$ cat src/rtl/corevx_tlb_pkg.sv
// Shared command encodings, controller state enum and field widths for the corevx TLB.
// The optional COREVX_TLB_STATS_EN build adds hit/miss counters to corevx_tlb_ctrl.
package corevx_tlb_pkg;

    localparam int unsigned VPN_W = 20;
    localparam int unsigned PPN_W = 22;
    localparam int unsigned TAG_W = 8;

    typedef enum logic [1:0] {
        TLB_CMD_NONE       = 2'd0,
        TLB_CMD_RESOLVE    = 2'd1,
        TLB_CMD_WRITE      = 2'd2,
        TLB_CMD_INVALIDATE = 2'd3
    } tlb_cmd_e;

    typedef enum logic [2:0] {
        StIdle,
        StLookup,
        StWalkReq,
        StWalkWait,
        StRefill
    } tlb_state_e;

endpackage

$ cat src/rtl/corevx_tlb_victim_sel.sv
// Victim chooser: lowest-index invalid way first, otherwise the round-robin pointer.
// The pointer advances on each refill and wraps from WAYS-1 to 0.
module corevx_tlb_victim_sel #(
    parameter int unsigned WAYS  = 2,
    parameter int unsigned IDX_W = $clog2(WAYS)
) (
    input  logic             clk,
    input  logic             rst_n,
    input  logic [WAYS-1:0]  valid,
    input  logic             advance,
    output logic [IDX_W-1:0] victim,
    output logic [IDX_W-1:0] ptr
);

    logic [IDX_W-1:0] ptr_q;
    logic             found;

    always_ff @(posedge clk) begin
        if (!rst_n) begin
            ptr_q <= '0;
        end else if (advance) begin
            ptr_q <= (ptr_q == IDX_W'(WAYS - 1)) ? '0 : ptr_q + 1'b1;
        end
    end

    always_comb begin
        victim = ptr_q;
        found  = 1'b0;
        for (int unsigned w = 0; w < WAYS; w++) begin
            if (!found && !valid[w]) begin
                victim = IDX_W'(w);
                found  = 1'b1;
            end
        end
    end

    assign ptr = ptr_q;

endmodule

$ cat src/rtl/corevx_tlb_ctrl.sv
// Sequencer for a WAYS-way set-associative TLB: resolve, page-table walk, refill, invalidate-all.
// Define COREVX_TLB_STATS_EN to add saturating hit_count/miss_count outputs.
module corevx_tlb_ctrl
    import corevx_tlb_pkg::*;
#(
    parameter int unsigned WAYS      = 2,
    parameter int unsigned ENTRIES_W = 4
) (
    input  logic                  clk,
    input  logic                  rst_n,
    input  logic                  req_valid,
    output logic                  req_ready,
    input  logic [VPN_W-1:0]      req_vaddr,
    output logic                  rsp_valid,
    output logic [PPN_W-1:0]      rsp_phys,
    output logic [TAG_W-1:0]      rsp_accesstag,
    output logic                  rsp_fault,
    input  logic                  inv_valid,
    output logic                  inv_ready,
    output logic                  ptw_req_valid,
    input  logic                  ptw_req_ready,
    output logic [VPN_W-1:0]      ptw_req_vaddr,
    input  logic                  ptw_rsp_valid,
    input  logic [PPN_W-1:0]      ptw_rsp_phys,
    input  logic [TAG_W-1:0]      ptw_rsp_accesstag,
    input  logic                  ptw_rsp_fault,
    output logic [2*WAYS-1:0]     way_command,
    output logic [VPN_W-1:0]      way_vaddr,
    output logic [VPN_W-1:0]      way_vaddr_w,
    output logic [TAG_W-1:0]      way_accesstag_w,
    output logic [PPN_W-1:0]      way_phys_w,
    input  logic [WAYS-1:0]       way_hit,
    input  logic [TAG_W*WAYS-1:0] way_accesstag_r,
    input  logic [PPN_W*WAYS-1:0] way_phys_r
`ifdef COREVX_TLB_STATS_EN
    ,
    output logic [31:0]           hit_count,
    output logic [31:0]           miss_count
`endif
);

    localparam int unsigned IDX_W = $clog2(WAYS);

    tlb_state_e       state_q, state_d;
    logic [VPN_W-1:0] vaddr_q;
    logic [PPN_W-1:0] phys_q;
    logic [TAG_W-1:0] tag_q;
    logic [IDX_W-1:0] victim_q;
    logic             fault_pend_q;

    logic [IDX_W-1:0] victim;
    logic [IDX_W-1:0] rr_ptr;
    logic [WAYS-1:0]  way_valid;
    logic             any_hit;
    logic             hit_found;
    logic [PPN_W-1:0] hit_phys;
    logic [TAG_W-1:0] hit_tag;
    logic             inv_fire;
    logic             req_fire;
    logic             walk_done;
    logic             walk_bad;
    logic             unused_cfg;

    // Set indexing lives in the ways; the pointer is exported only for observability.
    assign unused_cfg = ^{rr_ptr, ENTRIES_W};

    assign inv_fire  = (state_q == StIdle) && inv_valid;
    assign req_fire  = (state_q == StIdle) && !inv_valid && req_valid;
    assign walk_done = (state_q == StWalkWait) && ptw_rsp_valid;
    assign walk_bad  = ptw_rsp_fault || !ptw_rsp_accesstag[0];
    assign any_hit   = |way_hit;

    always_comb begin
        for (int unsigned w = 0; w < WAYS; w++) begin
            way_valid[w] = way_accesstag_r[w*TAG_W];
        end
    end

    // Lowest-index hitting way supplies the response.
    always_comb begin
        hit_found = 1'b0;
        hit_phys  = '0;
        hit_tag   = '0;
        for (int unsigned w = 0; w < WAYS; w++) begin
            if (!hit_found && way_hit[w]) begin
                hit_found = 1'b1;
                hit_phys  = way_phys_r[w*PPN_W +: PPN_W];
                hit_tag   = way_accesstag_r[w*TAG_W +: TAG_W];
            end
        end
    end

    corevx_tlb_victim_sel #(
        .WAYS  (WAYS),
        .IDX_W (IDX_W)
    ) u_victim_sel (
        .clk     (clk),
        .rst_n   (rst_n),
        .valid   (way_valid),
        .advance (state_q == StRefill),
        .victim  (victim),
        .ptr     (rr_ptr)
    );

    always_ff @(posedge clk) begin
        if (!rst_n) begin
            state_q <= StIdle;
        end else begin
            state_q <= state_d;
        end
    end

    always_comb begin
        state_d = state_q;
        unique case (state_q)
            StIdle:     if (req_fire) state_d = StLookup;
            StLookup:   state_d = any_hit ? StIdle : StWalkReq;
            StWalkReq:  if (ptw_req_ready) state_d = StWalkWait;
            StWalkWait: if (ptw_rsp_valid) state_d = walk_bad ? StIdle : StRefill;
            StRefill:   state_d = StIdle;
            default:    state_d = StIdle;
        endcase
    end

    always_ff @(posedge clk) begin
        if (!rst_n) begin
            vaddr_q      <= '0;
            phys_q       <= '0;
            tag_q        <= '0;
            victim_q     <= '0;
            fault_pend_q <= 1'b0;
        end else begin
            if (req_fire) vaddr_q <= req_vaddr;
            if (state_q == StLookup && !any_hit) victim_q <= victim;
            if (walk_done) begin
                phys_q <= ptw_rsp_phys;
                tag_q  <= ptw_rsp_accesstag;
            end
            // A faulting walk reports from IDLE in the following cycle.
            fault_pend_q <= walk_done && walk_bad;
        end
    end

    always_comb begin
        req_ready       = 1'b0;
        inv_ready       = 1'b0;
        rsp_valid       = 1'b0;
        rsp_phys        = '0;
        rsp_accesstag   = '0;
        rsp_fault       = 1'b0;
        ptw_req_valid   = 1'b0;
        ptw_req_vaddr   = '0;
        way_command     = '0;
        way_vaddr       = '0;
        way_vaddr_w     = '0;
        way_accesstag_w = '0;
        way_phys_w      = '0;
        unique case (state_q)
            StIdle: begin
                rsp_valid = fault_pend_q;
                rsp_fault = fault_pend_q;
                if (inv_valid) begin
                    inv_ready = 1'b1;
                    for (int unsigned w = 0; w < WAYS; w++) begin
                        way_command[2*w +: 2] = TLB_CMD_INVALIDATE;
                    end
                end else begin
                    req_ready = 1'b1;
                    if (req_valid) begin
                        way_vaddr = req_vaddr;
                        for (int unsigned w = 0; w < WAYS; w++) begin
                            way_command[2*w +: 2] = TLB_CMD_RESOLVE;
                        end
                    end
                end
            end
            StLookup: begin
                if (any_hit) begin
                    rsp_valid     = 1'b1;
                    rsp_phys      = hit_phys;
                    rsp_accesstag = hit_tag;
                end
            end
            StWalkReq: begin
                ptw_req_valid = 1'b1;
                ptw_req_vaddr = vaddr_q;
            end
            StWalkWait: begin
            end
            StRefill: begin
                for (int unsigned w = 0; w < WAYS; w++) begin
                    if (victim_q == IDX_W'(w)) way_command[2*w +: 2] = TLB_CMD_WRITE;
                end
                way_vaddr_w     = vaddr_q;
                way_accesstag_w = tag_q;
                way_phys_w      = phys_q;
                rsp_valid       = 1'b1;
                rsp_phys        = phys_q;
                rsp_accesstag   = tag_q;
            end
            default: begin
            end
        endcase
    end

`ifdef COREVX_TLB_STATS_EN
    logic [31:0] hit_cnt_q, miss_cnt_q;

    always_ff @(posedge clk) begin
        if (!rst_n || inv_fire) begin
            hit_cnt_q  <= '0;
            miss_cnt_q <= '0;
        end else if (state_q == StLookup) begin
            if (any_hit) begin
                if (hit_cnt_q != '1) hit_cnt_q <= hit_cnt_q + 32'd1;
            end else if (miss_cnt_q != '1) begin
                miss_cnt_q <= miss_cnt_q + 32'd1;
            end
        end
    end

    assign hit_count  = hit_cnt_q;
    assign miss_count = miss_cnt_q;
`endif

endmodule
$ cat config.mk
export PLATFORM = sky130hd
export DESIGN_NAME = corevx_tlb_ctrl
export DESIGN_NICKNAME = d
export VERILOG_FILES = /design/src/rtl/corevx_tlb_pkg.sv /design/src/rtl/corevx_tlb_victim_sel.sv /design/src/rtl/corevx_tlb_ctrl.sv
export SDC_FILE = /design/constraint.sdc
export NUM_CORES = 1
export LEC_CHECK = 0
export BUFFER_PORTS_ARGS = -buffer_cell sky130_fd_sc_hd__buf_4
export CORE_UTILIZATION = 36
export DETAILED_ROUTE_END_ITERATION = 6
export GPL_TIMING_DRIVEN = 0
export PLACE_DENSITY = 0.79
export SLEW_MARGIN = 20
export SYNTH_ARGS = -nofsm -noshare
export SYNTH_HDL_FRONTEND = slang
export SYNTH_SLANG_ARGS = --single-unit
$ cat constraint.sdc
create_clock -name clk -period 3 [get_ports clk]
set_input_delay 0.6 -clock clk [delete_from_list [all_inputs] [get_ports clk]]
set_output_delay 0.6 -clock clk [all_outputs]
set_load 0.005 [all_outputs]
Word level (Yosys, flattened, before mapping)
Index checks and enable logic that the tools add are counted.
W data, S select, Z words.
{"block": "classes", "n_bitwise": 0, "n_shift": 0, "addsub": 1, "div": 0, "n_mul": 0, "n_mux": 38, "reduce_logical": 16, "order_cmp": 0, "eq_ne": 7}
{"operator": "$mux W20", "count": 5}
{"operator": "$mux W22", "count": 4}
{"operator": "$pmux W22 S2", "count": 1}
{"operator": "$mux W8", "count": 4}
{"operator": "$pmux W8 S2", "count": 1}
{"operator": "$mux W3", "count": 5}
{"operator": "$pmux W3 S4", "count": 1}
{"operator": "$mux W1", "count": 11}
{"operator": "$pmux W4 S2", "count": 1}
{"operator": "$logic_and A1 B1 Y1", "count": 7}
{"operator": "$eq A3 B2 Y1 const B", "count": 2}
{"operator": "$mux W2", "count": 3}
{"operator": "$ne A2 B2 Y1 const B", "count": 3}
{"operator": "$logic_not A1 Y1", "count": 5}
{"operator": "$mux W4", "count": 1}
{"operator": "$eq A3 B1 Y1 const B", "count": 1}
{"operator": "$eq A3 B3 Y1 const B", "count": 1}
{"operator": "$logic_not A3 Y1", "count": 1}
{"operator": "$pmux W1 S3", "count": 1}
{"operator": "$reduce_and A3 Y1", "count": 1}
{"operator": "$reduce_or A2 Y1", "count": 1}
{"operator": "$add A1 B1 Y1 const B", "count": 1}
{"operator": "$logic_or A1 B1 Y1", "count": 1}
{"block": "totals", "n_memories": 0, "latch_bits": 0, "ramBits": 0, "word_cells": 69, "mem_bits_ro": 0, "register_bits": 56, "output_inout_bits": 129, "inputBits": 119}

Logic depth before layout (Yosys ltp)
{"block": "logic_depth", "word_depth": 6, "mapped_depth": 6, "depth_no_buf": 3}

Hierarchy
Synthesis repeated with hierarchy kept, for this count alone.
{"block": "hier_totals", "cells_unflattened": 442, "hier_area_um2": 3289.4}
{"mod": "corevx_tlb_ctrl", "instances": 1, "area_each_um2": 3243.1, "seq_area_each_um2": 1101.1, "cells_per_inst": 437}
{"mod": "corevx_tlb_victim_sel", "instances": 1, "area_each_um2": 46.3, "seq_area_each_um2": 20.0, "cells_per_inst": 5}

Worst setup path after synthesis
No wires, ideal clock.
{"block": "synth_timing", "path_kind": "input to output", "from": "in way_hit[0]", "to": "out rsp_phys[10]", "t_arrival_ns": 1.456, "required_ns": 2.400, "path_slack_ns": 0.944, "stages": 5, "path_buffers": 2, "cell_sequence": "clkbuf_1 nor2b_1 clkbuf_1 a22oi_1 o21bai_1"}
{"block": "synth_between", "elab_chain_len": 6, "word_cells_on_any_way": 8, "cone_classes": "mux (5); reduce/logical (3)"}
{"element": "start: declaration", "line": "corevx_tlb_ctrl.sv:32", "source": "input logic [WAYS-1:0] way_hit,"}
{"element": "$mux W1", "line": "corevx_tlb_ctrl.sv:85", "source": "if (!hit_found && way_hit[w]) begin"}
{"element": "$logic_not A1 Y1", "line": "corevx_tlb_ctrl.sv:85"}
{"element": "$logic_and A1 B1 Y1", "line": "corevx_tlb_ctrl.sv:85"}
{"element": "$mux W22", "line": "corevx_tlb_ctrl.sv:85"}
{"element": "$mux W22 *", "line": "corevx_tlb_ctrl.sv:178", "source": "if (any_hit) begin"}
{"element": "$pmux W22 S2 *", "line": "corevx_tlb_ctrl.sv:158", "source": "unique case (state_q)"}
{"element": "end: declaration", "line": "corevx_tlb_ctrl.sv:15", "source": "output logic [PPN_W-1:0] rsp_phys,"}
Every way passes the cells marked *; elsewhere a longest branch is shown, timed or not.

Final worst setup path
{"block": "layout_timing", "from": "in way_hit[0]", "to": "out rsp_phys[19]"}
The elaborated chain is that of the path after synthesis.

==> flow_summary.ini <==
[run_status]
run_status = complete, no violations

[setup_path]
worstSetupStartpointType = input pin
arrival_ns = 1.98
cp-startpoint = way_hit[0]
critPathRequiredTime_ns = 2.40
critPathKind = in -> out
timing.rr.start = state_q[1]
path_max_fanout = 10
worstSetupEndpointType = output pin

[floorplan]
start_util_pct = 37.0
ios = 248
die_h_um = 96.4
rows = 34
die_area_mm2 = 0.00929
die_x_um = 96.4
core_area_mm2 = 0.00868

[yosys]
syn-cell-area_mm2 = 0.00321
avgSynthCellArea_um2 = 7.30
synth-seq-area-share_pct = 35.0
synthDistinctLibCells = 32
syn_nets = 558
synth_seq_cells = 56
ys_warn_count = 0
syn_inst = 439

[finish]
postLayoutCellArea_mm2 = 0.00532
n_antenna_cell = 0
final_cells = 800
multiInputGateArea_mm2 = 0.00182
drive_above_1_share_pct = 39.2
nNetsFinal = 811
areaGrowthSynthToFinish_pct = 65.8
final-seq-area_mm2 = 0.00112
nFillCells = 822

[pwr]
powerDensity_mw_per_mm2 = 311
cellLeakagePower_nw = 2.62
power_frac_clock_pct = 34.7
pwr-share-comb_pct = 19.0
seqPwrFrac_pct = 46.3
peakVddDrop_v = 0.000286
p_switching_uw = 391
p_sw_share_pct = 23.6
intPower_mw = 1.26
total_power_mw = 1.65

[clock_network]
path_clk_slew_ns = 0.09
tritoncts = built
cts_hold_buf = 0
cts_root_buf = clkbuf_8
clk_path_buf_depth = 2
cts_buffers = 5
post-cts-setup-buffers = 0
worstSkewPairLatency_ns = 0.31
clock_sinks = 56
cts_resized = 0
h-tree-depth = 2

[global_routing]
antenna_found_initial = 0
grt_pass1_wl_um = 18400
overflow = 0
grt_usage_pct = 25.9
grt_max_degree = 17
grt_pass1_vias = 3845

[timing]
period_share_pct = 86.0
fin_crit_ns = 2.58
worst_pin_slew_ns = 0.597
finalSetupTns_ns = 0
rsz0062_at_grt = no
setup_violations = 0
final_hold_viol_count = 0
holdWs_ns = 0.455
fmax_mhz = 388
drv_slew = 0
fin_worst_skew_ns = 0.0118
slew_headroom_pct = 60.2

[placed_design]
port_buffers = 246
place_area_mm2 = 0.00519
gp_congestion = 0.910
hpwlAfterDp_um = 10200
placed_cells = 793

[flow_run]
max-cap-violations = 0

[detailed_routing]
drtIter0Drc = 170
ant_nets = 0
detail_route.wl_per_cell_um = 15.8
drc = 0
routed-via-count = 4009
firstDrtPassIters = 4
avgViaCountPerCell = 5.01
wirelength_um = 12700

[min_path]
hp-class = in -> reg
hold_start = ptw_rsp_fault
## placed cells by master (no fill, tap or decap), drive strengths merged, types with 2 or more instances in the layout
cell,n
a21o,2
buf,262
bufinv,2
and2,72
a22oi,30
dfxtp,56
clkbuf,30
inv,23
or3,3
nor2,7
nand2b,2
a21oi,53
nand3,20
nand2,62
o21bai,30
nor3b,3
o21ai,21
nor2b,4
## state kept, by name, summed over array words and instances (netlist names)
name	cells
state_q	3
fault_pend_q	1
tag_q	8
u_victim_sel.ptr	1
phys_q	22
victim_q	1
vaddr_q	20
## metal layers
metal	GRT usage, %	up-vias	wire, µm
met5	0	-	0
met4	7.84	0	279
met3	5.40	22	999
met2	49.1	179	6510
met1	28.9	1833	4880
li1	-	1975	-
## cell usage after synthesis
cell type	n	area, µm²
a21o_1	2	15.0
xnor2_1	1	8.76
buf_1	2	7.51
and2_1	72	450
clkbuf_1	24	90.1
inv_1	23	86.3
o311ai_1	1	8.76
nor2_1	7	26.3
or3_1	2	12.5
o21bai_1	30	225
nand3_1	20	100
and4b_1	1	10.0
nand2b_1	2	12.5
or3b_1	1	8.76
nor3_2	1	10.0
buf_2	13	65.1
a22oi_1	30	225
o41ai_1	1	8.76
dfxtp_1	56	1120
o211ai_1	1	7.51
clkinv_1	1	3.75
nand4b_1	1	8.76
nor3b_4	1	18.8
a21oi_1	53	265
or3_4	1	11.3
nor3b_1	2	15.0
clkbuf_2	1	5.00
nor2b_1	4	25.0
buf_4	1	7.51
nand2_1	62	233
nor4b_1	1	8.76
o21ai_0	21	105
## power groups by stage
stage / clock network, mW / logic (mW) / registers [mW]
after detailed placement: 0 / 0.314 / 0.783
final: 0.573 / 0.314 / 0.766
after global routing: 0.613 / 0.343 / 0.768
after global placement: 0 / 0.309 / 0.782
after floorplan: 0 / 0.112 / 0.779
after CTS: 0.581 / 0.316 / 0.766
## layout make-up
class | count | share of cell area [%]
plain buffers | 41 | 3.29
clock buffers | 5 | 1.29
clock inverters | 2 | 1.13
inverters | 24 | 1.69
multi-input cells | 318 | 34.2
flip-flops and latches | 56 | 21.1
well taps | 108 | 2.54
repair buffers | 246 | 34.7
## final timing paths
path | endpoint | slack, ns | depth (start not counted)
worst max-delay path | rsp_phys[19] | 0.42 | 6
worst min-delay path | state_q[2] | 0.46 | 2
worst max register to register | vaddr_q[1] | 1.45 | 5
worst min register to register | phys_q[14] | 0.46 | 2
## worst max-delay path, stage by stage
cell and delay, ns:
clkbuf_1 0.18, nor2b_1 0.21, clkbuf_1 0.49, a22oi_1 0.19, o21bai_1 0.17, buf_4 0.14
## per-stage QoR
stage	setup WS (ns)	utilization, %
2_1_floorplan	0.944	-
3_3_place_gp	0.448	59.8
3_5_place_dp	0.448	59.8
4_1_cts	0.439	61.3
5_1_grt	0.231	61.3
6_report	0.420	61.3
## logic make-up (layout without fill, tap and decap cells)
| logic type | count (synthesis) | count (layout) | share of synthesized area, % |
|---|---|---|---|
| simple gates | 178 | 178 | 29.7 |
| compound gates | 139 | 139 | 26.8 |
| buf+inv | 65 | 318 | 8.27 |
| flops | 56 | 56 | 35.0 |
| xor+xnor | 1 | 1 | 0.273 |
(Power assumes the default switching activity.)
